--- config.mk ---
export PLATFORM = sky130hd
export DESIGN_NAME = wb_mem_stage
export DESIGN_NICKNAME = d
export VERILOG_FILES = /design/src/rtl/wb_mem_stage.sv
export SDC_FILE = /design/constraint.sdc
export NUM_CORES = 1
export LEC_CHECK = 0
export CAP_MARGIN = 5
export CORE_AREA = 2 2 159 161
export CTS_CLUSTER_SIZE = 24
export DETAILED_ROUTE_END_ITERATION = 8
export DIE_AREA = 0 0 161 163
export HOLD_SLACK_MARGIN = 0.02
export PLACE_DENSITY = 0.7
export SETUP_SLACK_MARGIN = 0.02
export SKIP_CTS_REPAIR_TIMING = 1
export SYNTH_ARGS = -nofsm -noshare
export SYNTH_HDL_FRONTEND = slang
export SYNTH_SLANG_ARGS = --single-unit
--- constraint.sdc ---
create_clock -name clk -period 5.4 [get_ports clk]
set_clock_uncertainty 0.1 [all_clocks]
set_input_delay 1.08 -clock clk [delete_from_list [all_inputs] [get_ports clk]]
set_output_delay 1.08 -clock clk [all_outputs]
set_load 0.03 [all_outputs]
--- src/rtl/wb_mem_stage.sv ---
// wb_mem_stage: final pipeline stage. Returns ALU results to decode as
// register write-backs and runs load/store transactions against data memory.
// While a memory transaction is outstanding the stage sits in MEM_WAIT and
// holds the execute stage through ex_stall.
//
// Memory handshake: dmem_req is raised together with dmem_we/dmem_addr/
// dmem_wdata and all four are held stable until a single-cycle dmem_ack.
// A transaction completes in the cycle dmem_ack is high; read data is
// sampled from dmem_rdata in that same cycle. dmem_ack seen in IDLE is ignored.
module wb_mem_stage #(
    parameter int ADDR_W  = 16,
    parameter int TIMEOUT = 255
) (
    input  logic              clk,
    input  logic              rst,
    input  logic              ex_valid,
    input  logic [0:5]        ex_function_bit,
    input  logic [0:4]        ex_rD,
    input  logic [0:4]        ex_PPPWW,
    input  logic [0:63]       ex_result,
    input  logic [0:63]       ex_store_data,
    input  logic              ex_WB_en,
    input  logic              ex_wmem_en,
    output logic              ex_stall,
    output logic              ALU_WB_en,
    output logic [0:4]        WB_rD,
    output logic [0:4]        WB_PPPWW,
    output logic [0:63]       WB_data,
    output logic              dmem_req,
    output logic              dmem_we,
    output logic [0:ADDR_W-1] dmem_addr,
    output logic [0:63]       dmem_wdata,
    input  logic              dmem_ack,
    input  logic [0:63]       dmem_rdata,
    output logic              mem_err,
    output logic [0:31]       retired
);

    // Counter only needs to reach TIMEOUT; keep at least one bit when disabled.
    localparam int CNT_W = (TIMEOUT < 2) ? 1 : $clog2(TIMEOUT + 1);
    localparam logic [CNT_W-1:0] TMO_VAL = CNT_W'(TIMEOUT);

    typedef enum logic {
        IDLE     = 1'b0,
        MEM_WAIT = 1'b1
    } state_t;

    state_t           state;
    state_t           state_next;
    logic [CNT_W-1:0] tmo_cnt;
    logic [CNT_W-1:0] tmo_cnt_next;
    logic             pend_load;
    logic [0:4]       pend_rD;
    logic [0:4]       pend_PPPWW;

    logic is_alu;
    logic is_load;
    logic is_store;
    logic start_mem;
    logic timeout_hit;

    // Op-class decode and transaction start/abort conditions.
    always_comb begin
        is_alu       = (ex_function_bit[0:1] == 2'b00);
        is_load      = (ex_function_bit == 6'b010000);
        is_store     = (ex_function_bit == 6'b100000) && ex_wmem_en;
        start_mem    = (state == IDLE) && ex_valid && (is_load || is_store);
        tmo_cnt_next = tmo_cnt + CNT_W'(1);
        // Fires in the TIMEOUT-th MEM_WAIT cycle; an ack in that cycle wins.
        timeout_hit  = (TIMEOUT != 0) && (state == MEM_WAIT) && !dmem_ack &&
                       (tmo_cnt_next == TMO_VAL);
    end

    // State register.
    always_ff @(posedge clk) begin
        if (rst) begin
            state <= IDLE;
        end else begin
            state <= state_next;
        end
    end

    // Next-state logic.
    always_comb begin
        state_next = state;
        case (state)
            IDLE:     if (start_mem) state_next = MEM_WAIT;
            MEM_WAIT: if (dmem_ack || timeout_hit) state_next = IDLE;
            default:  state_next = IDLE;
        endcase
    end

    // FSM outputs: the stall is a direct view of the state.
    always_comb begin
        ex_stall = (state == MEM_WAIT);
    end

    // Registered datapath: write-back port, memory port, error flag, retire count.
    always_ff @(posedge clk) begin
        if (rst) begin
            ALU_WB_en  <= 1'b0;
            WB_rD      <= '0;
            WB_PPPWW   <= '0;
            WB_data    <= '0;
            dmem_req   <= 1'b0;
            dmem_we    <= 1'b0;
            dmem_addr  <= '0;
            dmem_wdata <= '0;
            mem_err    <= 1'b0;
            retired    <= '0;
            tmo_cnt    <= '0;
            pend_load  <= 1'b0;
            pend_rD    <= '0;
            pend_PPPWW <= '0;
        end else begin
            ALU_WB_en <= 1'b0;
            case (state)
                IDLE: begin
                    if (ex_valid && is_alu) begin
                        retired <= retired + 32'd1;
                        if (ex_WB_en) begin
                            ALU_WB_en <= 1'b1;
                            WB_rD     <= ex_rD;
                            WB_PPPWW  <= ex_PPPWW;
                            WB_data   <= ex_result;
                        end
                    end
                    if (start_mem) begin
                        dmem_req   <= 1'b1;
                        dmem_we    <= is_store;
                        dmem_addr  <= ex_result[64-ADDR_W:63];
                        if (is_store) dmem_wdata <= ex_store_data;
                        pend_load  <= is_load;
                        pend_rD    <= ex_rD;
                        pend_PPPWW <= ex_PPPWW;
                        tmo_cnt    <= '0;
                    end
                end
                MEM_WAIT: begin
                    tmo_cnt <= tmo_cnt_next;
                    if (dmem_ack) begin
                        dmem_req <= 1'b0;
                        retired  <= retired + 32'd1;
                        if (pend_load) begin
                            ALU_WB_en <= 1'b1;
                            WB_rD     <= pend_rD;
                            WB_PPPWW  <= pend_PPPWW;
                            WB_data   <= dmem_rdata;
                        end
                    end else if (timeout_hit) begin
                        dmem_req <= 1'b0;
                        mem_err  <= 1'b1;
                    end
                end
                default: ;
            endcase
        end
    end

endmodule
Word level (Yosys, flattened, before mapping):

Cells that the tools add are included.

* RAM bits: 0
* register bits after elaboration: 210
* memories kept: 0
* bits in read-only memories: 0
* latch bits: 0
* word-level logic and storage cells: 76

* multiplexer cells: 32
* bitwise logic cells: 2
* shift operators: 0
* $lt $le $gt $ge: 0
* multiply operators: 0
* reduce and logical (&&, ||, !) cells: 16
* div/mod/pow operators: 0
* equal/unequal tests: 9
* $add $sub $neg: 2

Operators by type and width (count)
* $mux 64: 4
* $pmux 64 s2: 1
* $mux 32: 2
* $pmux 32 s2: 1
* $mux 5: 8
* $add 32x1->32 const B: 1
* $pmux 5 s2: 2
* $pmux 8 s2: 1
* $mux 1: 9
* $add 8x1->8 const B: 1
* $eq 8x8->1 const B: 1
* $mux 8: 1
* $eq 6x5->1 const B: 1
* $eq 6x6->1 const B: 1
* $logic_and 1x1->1: 6
* $ne 2x2->1 const B: 3
* $pmux 1 s2: 3
* $reduce_and 2->1: 3
* $reduce_and 3->1: 2
* $ne 2x1->1 const B: 2
* $reduce_and 4->1: 1
* $ne 3x2->1 const B: 1
* $logic_not 2->1: 1
* $logic_or 1x1->1: 2
* other kinds (2): 3

Longest topological paths before layout:

Gate-level depths: netlist of the first run.

* depth in word-level cells: 6
* depth in mapped cells: 8

Least setup slack after synthesis of the first run:

No wires, ideal clock.

* path type: input port to flip-flop
* start point: input port ex_function_bit[0] (netlist name)
* end point: register retired[11] (netlist name)
* setup slack: 2.563 ns
* required time: 5.179 ns
* data arrival time: 2.616 ns
* cell stages on the path: 6
* cells stage by stage: buf_2 > nor4b_4 > o211ai_1 > clkbuf_1 > nor4_1 > mux2_2

* word-level cells in the longest chain between the ends: 4

Ends and longest elaborated chain
* start, declared: line 17 `input logic [0:5] ex_function_bit,`
* $logic_not 2->1: line 64 `is_alu = (ex_function_bit[0:1] == 2'b00);`
* $logic_and 1x1->1: line 119 `if (ex_valid && is_alu) begin`
* $ne 2x1->1 (no line)
* $reduce_and 2->1 (no line)
* end signal, assigned: line 120 `retired <= retired + 32'd1;`
* end signal, assigned: line 143 `retired <= retired + 32'd1;`
* end, declared: line 36 `output logic [0:31] retired`

No other way between the ends.
A chain may end at the register's enable or synchronous reset.

Final worst setup path of the first run:

* start point: register state, in the netlist ex_stall
* end point: output port ex_stall

RTL lines
* start, declared: line 48 `state_t state;`
* start signal, assigned: line 79 `state <= state_next;`
* end, declared: line 24 `output logic ex_stall,`

No word-level cell between the ends.

==> results of run 1 <==
layout make-up:
cell class	instances	area, sq um
clock buffers	33	674
inverters	8	30.0
repair buffers	417	4170
well taps	330	413
flip-flops and latches	210	4210
fillers	2240	11100
clock inverters	6	83.8
diodes	2	5.00
multi-input cells	666	4040
cells in the final DEF, fill, tap and decap left out, types with 2 or more instances in the layout:
cell             count
o21ai_0             12
or3_1                8
xnor2_1              2
clkdlybuf4s50_1    403
a21oi_1             96
o31ai_1             15
nand2b_1             3
inv_1                8
nand3_1             15
nand4_1              9
dfxtp_1            209
buf_12               2
buf_4               11
xor2_1               7
o211ai_1             3
ha_1                 3
clkbuf_8             4
clkinv_2             3
clkbuf_16           24
nor3_1               2
and2_1               5
a211oi_1            75
o2111ai_1            5
bufinv_16            2
and3_1               6
nor2_1             112
nand2_1            142
clkbuf_1             5
mux2i_1            101
or4_1               16
diode_2              2
and4_1               4
a311oi_1             3
nor2b_1              5
a41oi_1              2
nor4_1               2
logic make-up (layout without fill, tap and decap cells):
group	count (synthesis)	after routing	synth area share [%]
AOI/OAI and AO/OA	218	218	16.2
xor gates and xnor gates	9	9	0.917
adders and majority gates	3	3	0.437
buffers and inverters	85	464	4.19
DFF	210	210	48.9
muxes	102	102	11.9
other	0	2	0
and+or+nand+nor	334	334	17.4
sequential cells by signal, summed over array words and instances (netlist names):
name	count
pend_load	1
mem_err	1
WB_data	64
ALU_WB_en	1
tmo_cnt	8
dmem_we	1
pend_PPPWW	5
WB_PPPWW	5
dmem_addr	16
pend_rD	5
WB_rD	5
ex_stall	1
retired	32
dmem_wdata	64
dmem_req	1
through the flow:
step | util [%] | cells | instance area (sq um) | setup WS (ps)
detailed placement | 52.1 | 1631 | 12900 | 1590
CTS | 55.2 | 1670 | 13600 | 1960
global placement | 52.1 | 1631 | 12900 | 1680
global route | 55.2 | 1672 | 13600 | 1920
floorplan | - | 961 | 8590 | 2560
finish | 55.2 | 1672 | 13600 | 1970
power breakdown:
part           leakage [nW]  internal, W  switching (W)
logic                  2.31     0.000205       0.000150
clock network         0.375     0.000959       0.000630
registers              1.70      0.00157      0.0000134
total                  4.38      0.00274       0.000794
metal layers:
layer	up-vias	GRT usage, %
li1	4134	-
met1	3810	24.0
met2	300	34.2
met3	44	6.93
met4	2	6.25
met5	-	0
path summary, 6_finish.rpt:
kind                            slack, ps              to  cells past startpoint
worst max-delay path                 1970        ex_stall                      1
worst min-delay path                  350         mem_err                      2
worst max register to register       2430  dmem_wdata[48]                      5
worst min register to register        350         mem_err                      2
==> impl_metrics.py, run 1 <==
metrics = {
    "run": {
        "max_cap_violations": 0,
    },
    "floorplanning": {
        "ios": 405,
        "die_w_microns": 161,
        "initial_core_util_pct": 34.8,
        "core_sq_um": 24700,
        "die_area_sq_um": 26200,
        "core.rowCount": 58,
        "die_y_microns": 163,
    },
    "timing": {
        "setup_violations": 0,
        "fin_crit_sh_pct": 63.4,
        "tightest_slew_ps": 1100,
        "timing.setup.tns_ps": 0,
        "fin_crit_ps": 3430,
        "maxSlewHeadroom_pct": 26.5,
        "slew_viol_final": 0,
        "rsz0062_at_grt": "no",
        "fmax_ghz": 0.292,
        "finalHoldViolCount": 0,
        "whs_ps": 350,
    },
    "yosys": {
        "synth.yosys.seq_area_share_pct": 48.9,
        "synth_top_area_cell": "dfxtp_1",
        "yosysMostFrequentCell": "dfxtp_1",
        "postSynth.asyncResetShare_pct": 0,
        "synthesis.nets": 1178,
        "ys_ff_latch": 210,
        "ys_dominant_reg_cell": "dfxtp_1",
        "syn_inst": 961,
        "yosys_warnings": 0,
        "netlist_area_sq_um": 8590,
        "ys_types": 44,
        "synth_area_leaders": "dfxtp_1, mux2i_1, a211oi_1",
        "synth_top_area_share_pct": 48.9,
        "synth_area_per_cell_sq_um": 8.94,
        "synth_edf_count": 0,
        "synth_common_cells": "dfxtp_1, nand2_1, nor2_1, mux2i_1, a21oi_1",
    },
    "global_routing": {
        "grt_pass1_vias": 7948,
        "overflow": 0,
        "grt_pass1_wl_microns": 42800,
        "grt_antenna_before_repair": 3,
        "grt_max_degree": 109,
        "grt_usage_pct": 20.1,
    },
    "routing": {
        "met1_length_microns": 11400,
        "wl_met2_microns": 13200,
        "top_layer": "met5",
        "drtAntennaViolNets": 0,
        "wl_met3_microns": 2510,
        "wl_per_cell_microns": 16.6,
        "drcViolationCount": 0,
        "vias_per_cell": 4.96,
        "vias": 8290,
        "wl_microns": 27800,
        "firstDrtPassIters": 5,
        "drt_iter0_drc": 533,
    },
    "worst_setup_path": {
        "worstSetupStartpoint": "ex_stall",
        "cp-end-kind": "output port",
        "crit_required_ps": 4220,
        "crit_buf_inv": 1,
        "worstPathCellList": "clkdlybuf4s50_1",
        "crit_type": "flop to output port",
        "cp_max_fo": 52,
        "crit_family": "flip-flops",
        "reg2reg_from": "ex_stall",
        "critPathLaunchType": "flop",
        "cp.arrival_ps": 2250,
        "critical-path-max-stage-delay_ps": 880,
        "critPathSlowestCell": "dfxtp_4",
    },
    "clock_network": {
        "cts_buffer_depth": 3,
        "cts.sinks": 210,
        "cts_root_buf": "clkbuf_16",
        "insertion_delay_ps": 500,
        "clkTransAtPathRegs_ps": 60,
        "htreeDepth": 1,
        "cts_buffers": 23,
        "cts_tree": "yes",
    },
    "pwr": {
        "vdd_drop_max_mv": 0.178,
        "power_leakage_nw": 4.38,
        "power_w": 0.00353,
        "p_per_area_nw_per_um2": 259,
    },
    "final_layout": {
        "layout-drive-gt1-share_pct": 4.18,
        "num-nets-final": 1543,
        "areaGrowthSynthToFinish_pct": 58.5,
    },
    "outcome": {
        "status": "finished clean",
    },
    "placement": {
        "place.gp.congestion": 0.804,
        "port_buffers": 404,
        "post-dp-hpwl_microns": 20100,
    },
    "min_path": {
        "worstHoldPathType": "flop to flop",
        "holdCritStartpoint": "mem_err",
    },
}
Note: power is estimated with default switching activity, not from simulation.
==> inputs of run 2 (changes only) <==
==> constraint.sdc (replaced) <==
create_clock -name clk -period 3.25 [get_ports clk]
set_clock_uncertainty 0.1 [all_clocks]
set_input_delay 0.65 -clock clk [delete_from_list [all_inputs] [get_ports clk]]
set_output_delay 0.65 -clock clk [all_outputs]
set_load 0.03 [all_outputs]
==> run 2 against run 1 <==
  * Sequential share of layout area fell by 0.44 points
  * Die area did not move
  * Sequential power rose by 66%
  * Total power rose by 73%
  * Cell area rose by 1.4%
  * Largest cell class is now buffers
  * Critical path depth did not move
  * Largest power group unchanged
==> impl_metrics.py, run 2 (synthesis results as in run 1) <==
metrics = {
    "outcome": {
        "status": "finished clean",
    },
    "pwr": {
        "vdd_drop_max_mv": 0.368,
        "power_leakage_nw": 4.48,
        "p_per_area_nw_per_um2": 441,
        "power_w": 0.00609,
    },
    "floorplanning": {
        "core_sq_um": 24700,
        "ios": 405,
        "die_w_microns": 161,
        "die_area_sq_um": 26200,
        "die_y_microns": 163,
        "initial_core_util_pct": 34.8,
        "core.rowCount": 58,
    },
    "timing": {
        "setup_violations": 0,
        "fin_crit_sh_pct": 85.5,
        "layout_setup_ws_ps": 472,
        "timing.setup.tns_ps": 0,
        "fin_crit_ps": 2780,
        "finalHoldViolCount": 0,
        "maxSlewHeadroom_pct": 53.2,
        "tightest_slew_ps": 702,
        "rsz0062_at_grt": "no",
        "slew_viol_final": 0,
        "fmax_ghz": 0.360,
    },
    "clock_network": {
        "cts_tree": "yes",
        "cts_buffers": 24,
        "cts_root_buf": "clkbuf_16",
        "htreeDepth": 1,
        "clkTransAtPathRegs_ps": 60,
        "insertion_delay_ps": 520,
        "cts.sinks": 210,
        "cts_buffer_depth": 3,
    },
    "worst_setup_path": {
        "cp-end-kind": "output port",
        "crit_buf_inv": 1,
        "crit_type": "flop to output port",
        "cp_max_fo": 33,
        "critPathLaunchType": "flop",
        "cp.arrival_ps": 2030,
        "critPathSlowestCell": "clkdlybuf4s50_1",
        "critical-path-max-stage-delay_ps": 780,
        "crit_family": "buffers and inverters",
        "worstPathCellList": "clkdlybuf4s50_1",
        "crit_required_ps": 2500,
    },
    "routing": {
        "vias": 8304,
        "wl_microns": 27700,
        "wl_per_cell_microns": 16.5,
        "drcViolationCount": 0,
        "vias_per_cell": 4.93,
        "firstDrtPassIters": 6,
        "drt_iter0_drc": 461,
        "drtAntennaViolNets": 0,
    },
    "final_layout": {
        "num-nets-final": 1552,
        "n_antenna_cell": 0,
        "areaGrowthSynthToFinish_pct": 60.8,
        "reg_top3": "WB_data (64), dmem_wdata (64), retired (32)",
        "final_common_cell": "clkdlybuf4s50_1",
        "layout-drive-gt1-share_pct": 5.17,
        "stdcell_area_sq_um": 13800,
        "final_cell_mix": "clkdlybuf4s50_1, dfxtp_1, nand2_1",
    },
    "run": {
        "max_cap_violations": 0,
    },
    "placement": {
        "post-dp-hpwl_microns": 20200,
        "place_area_sq_um": 13000,
        "port_buffers": 404,
        "detailedPlace.worstSlack_ps": 347,
        "place.gp.congestion": 0.777,
    },
    "min_path": {
        "worstHoldPathType": "flop to flop",
    },
    "global_routing": {
        "grt_usage_pct": 19.9,
        "grt_antenna_before_repair": 1,
        "grt_pass1_vias": 7907,
        "overflow": 0,
        "grt_max_degree": 87,
        "grt_pass1_wl_microns": 42300,
    },
}
run 2: final cells by class:
type | count | area (sq um)
repair buffers | 425 | 4280
inverters | 8 | 30.0
multi-input cells | 666 | 4040
flip-flops and latches | 210 | 4210
fillers | 2219 | 10900
clock buffers | 32 | 671
clock inverters | 12 | 178
well taps | 330 | 413
run 2: path summary, 6_finish.rpt:
| kind | from | to | slack [ps] | depth (start not counted) |
|---|---|---|---|---|
| hold reg to reg | dmem_wdata[50] | dmem_wdata[50] | 350 | 2 |
| setup / recovery | ex_stall | ex_stall | 470 | 1 |
| hold / removal | dmem_wdata[50] | dmem_wdata[50] | 350 | 2 |
| setup reg to reg | ex_stall | dmem_wdata[22] | 910 | 6 |
run 2: power by group:
part / switching (W) / internal [W]
Sequential: 0.0000219 / 0.00261
Clock: 0.00109 / 0.00177
Combinational: 0.000250 / 0.000347
run 2: routing by layer:
layer	wire (microns)	share of wire, %	global-route usage [%]
met4	760	2.7	6.53
met3	2520	9.1	6.75
met5	16	0.058	0
met1	11200	40	23.0
met2	13200	48	34.7
run 2: through the flow:
stage               utilization, %  hold slack [ps]  instances
floorplan                        -              343        961
global placement              52.6              338       1639
detailed placement            52.6              346       1639
CTS                           56.0              354       1683
global route                  56.0              369       1683
finish                        56.0              353       1683
run 2: worst min-delay path: stages, from the launching register on:
cell and delay, ps:
dfxtp_1 310, nand2_1 50, a21oi_1 50
==> inputs of run 3 (changes only) <==
--- a/config.mk
+++ b/config.mk
@@ -10,10 +10,11 @@
 export CTS_CLUSTER_SIZE = 24
 export DETAILED_ROUTE_END_ITERATION = 8
 export DIE_AREA = 0 0 161 163
-export HOLD_SLACK_MARGIN = 0.02
+export HOLD_SLACK_MARGIN = 0.12
 export PLACE_DENSITY = 0.7
 export SETUP_SLACK_MARGIN = 0.02
 export SKIP_CTS_REPAIR_TIMING = 1
+export SLEW_MARGIN = 30
 export SYNTH_ARGS = -nofsm -noshare
 export SYNTH_HDL_FRONTEND = slang
 export SYNTH_SLANG_ARGS = --single-unit
==> results of run 3 <==
Final layout, timing and power as in run 2 (identical DEF).
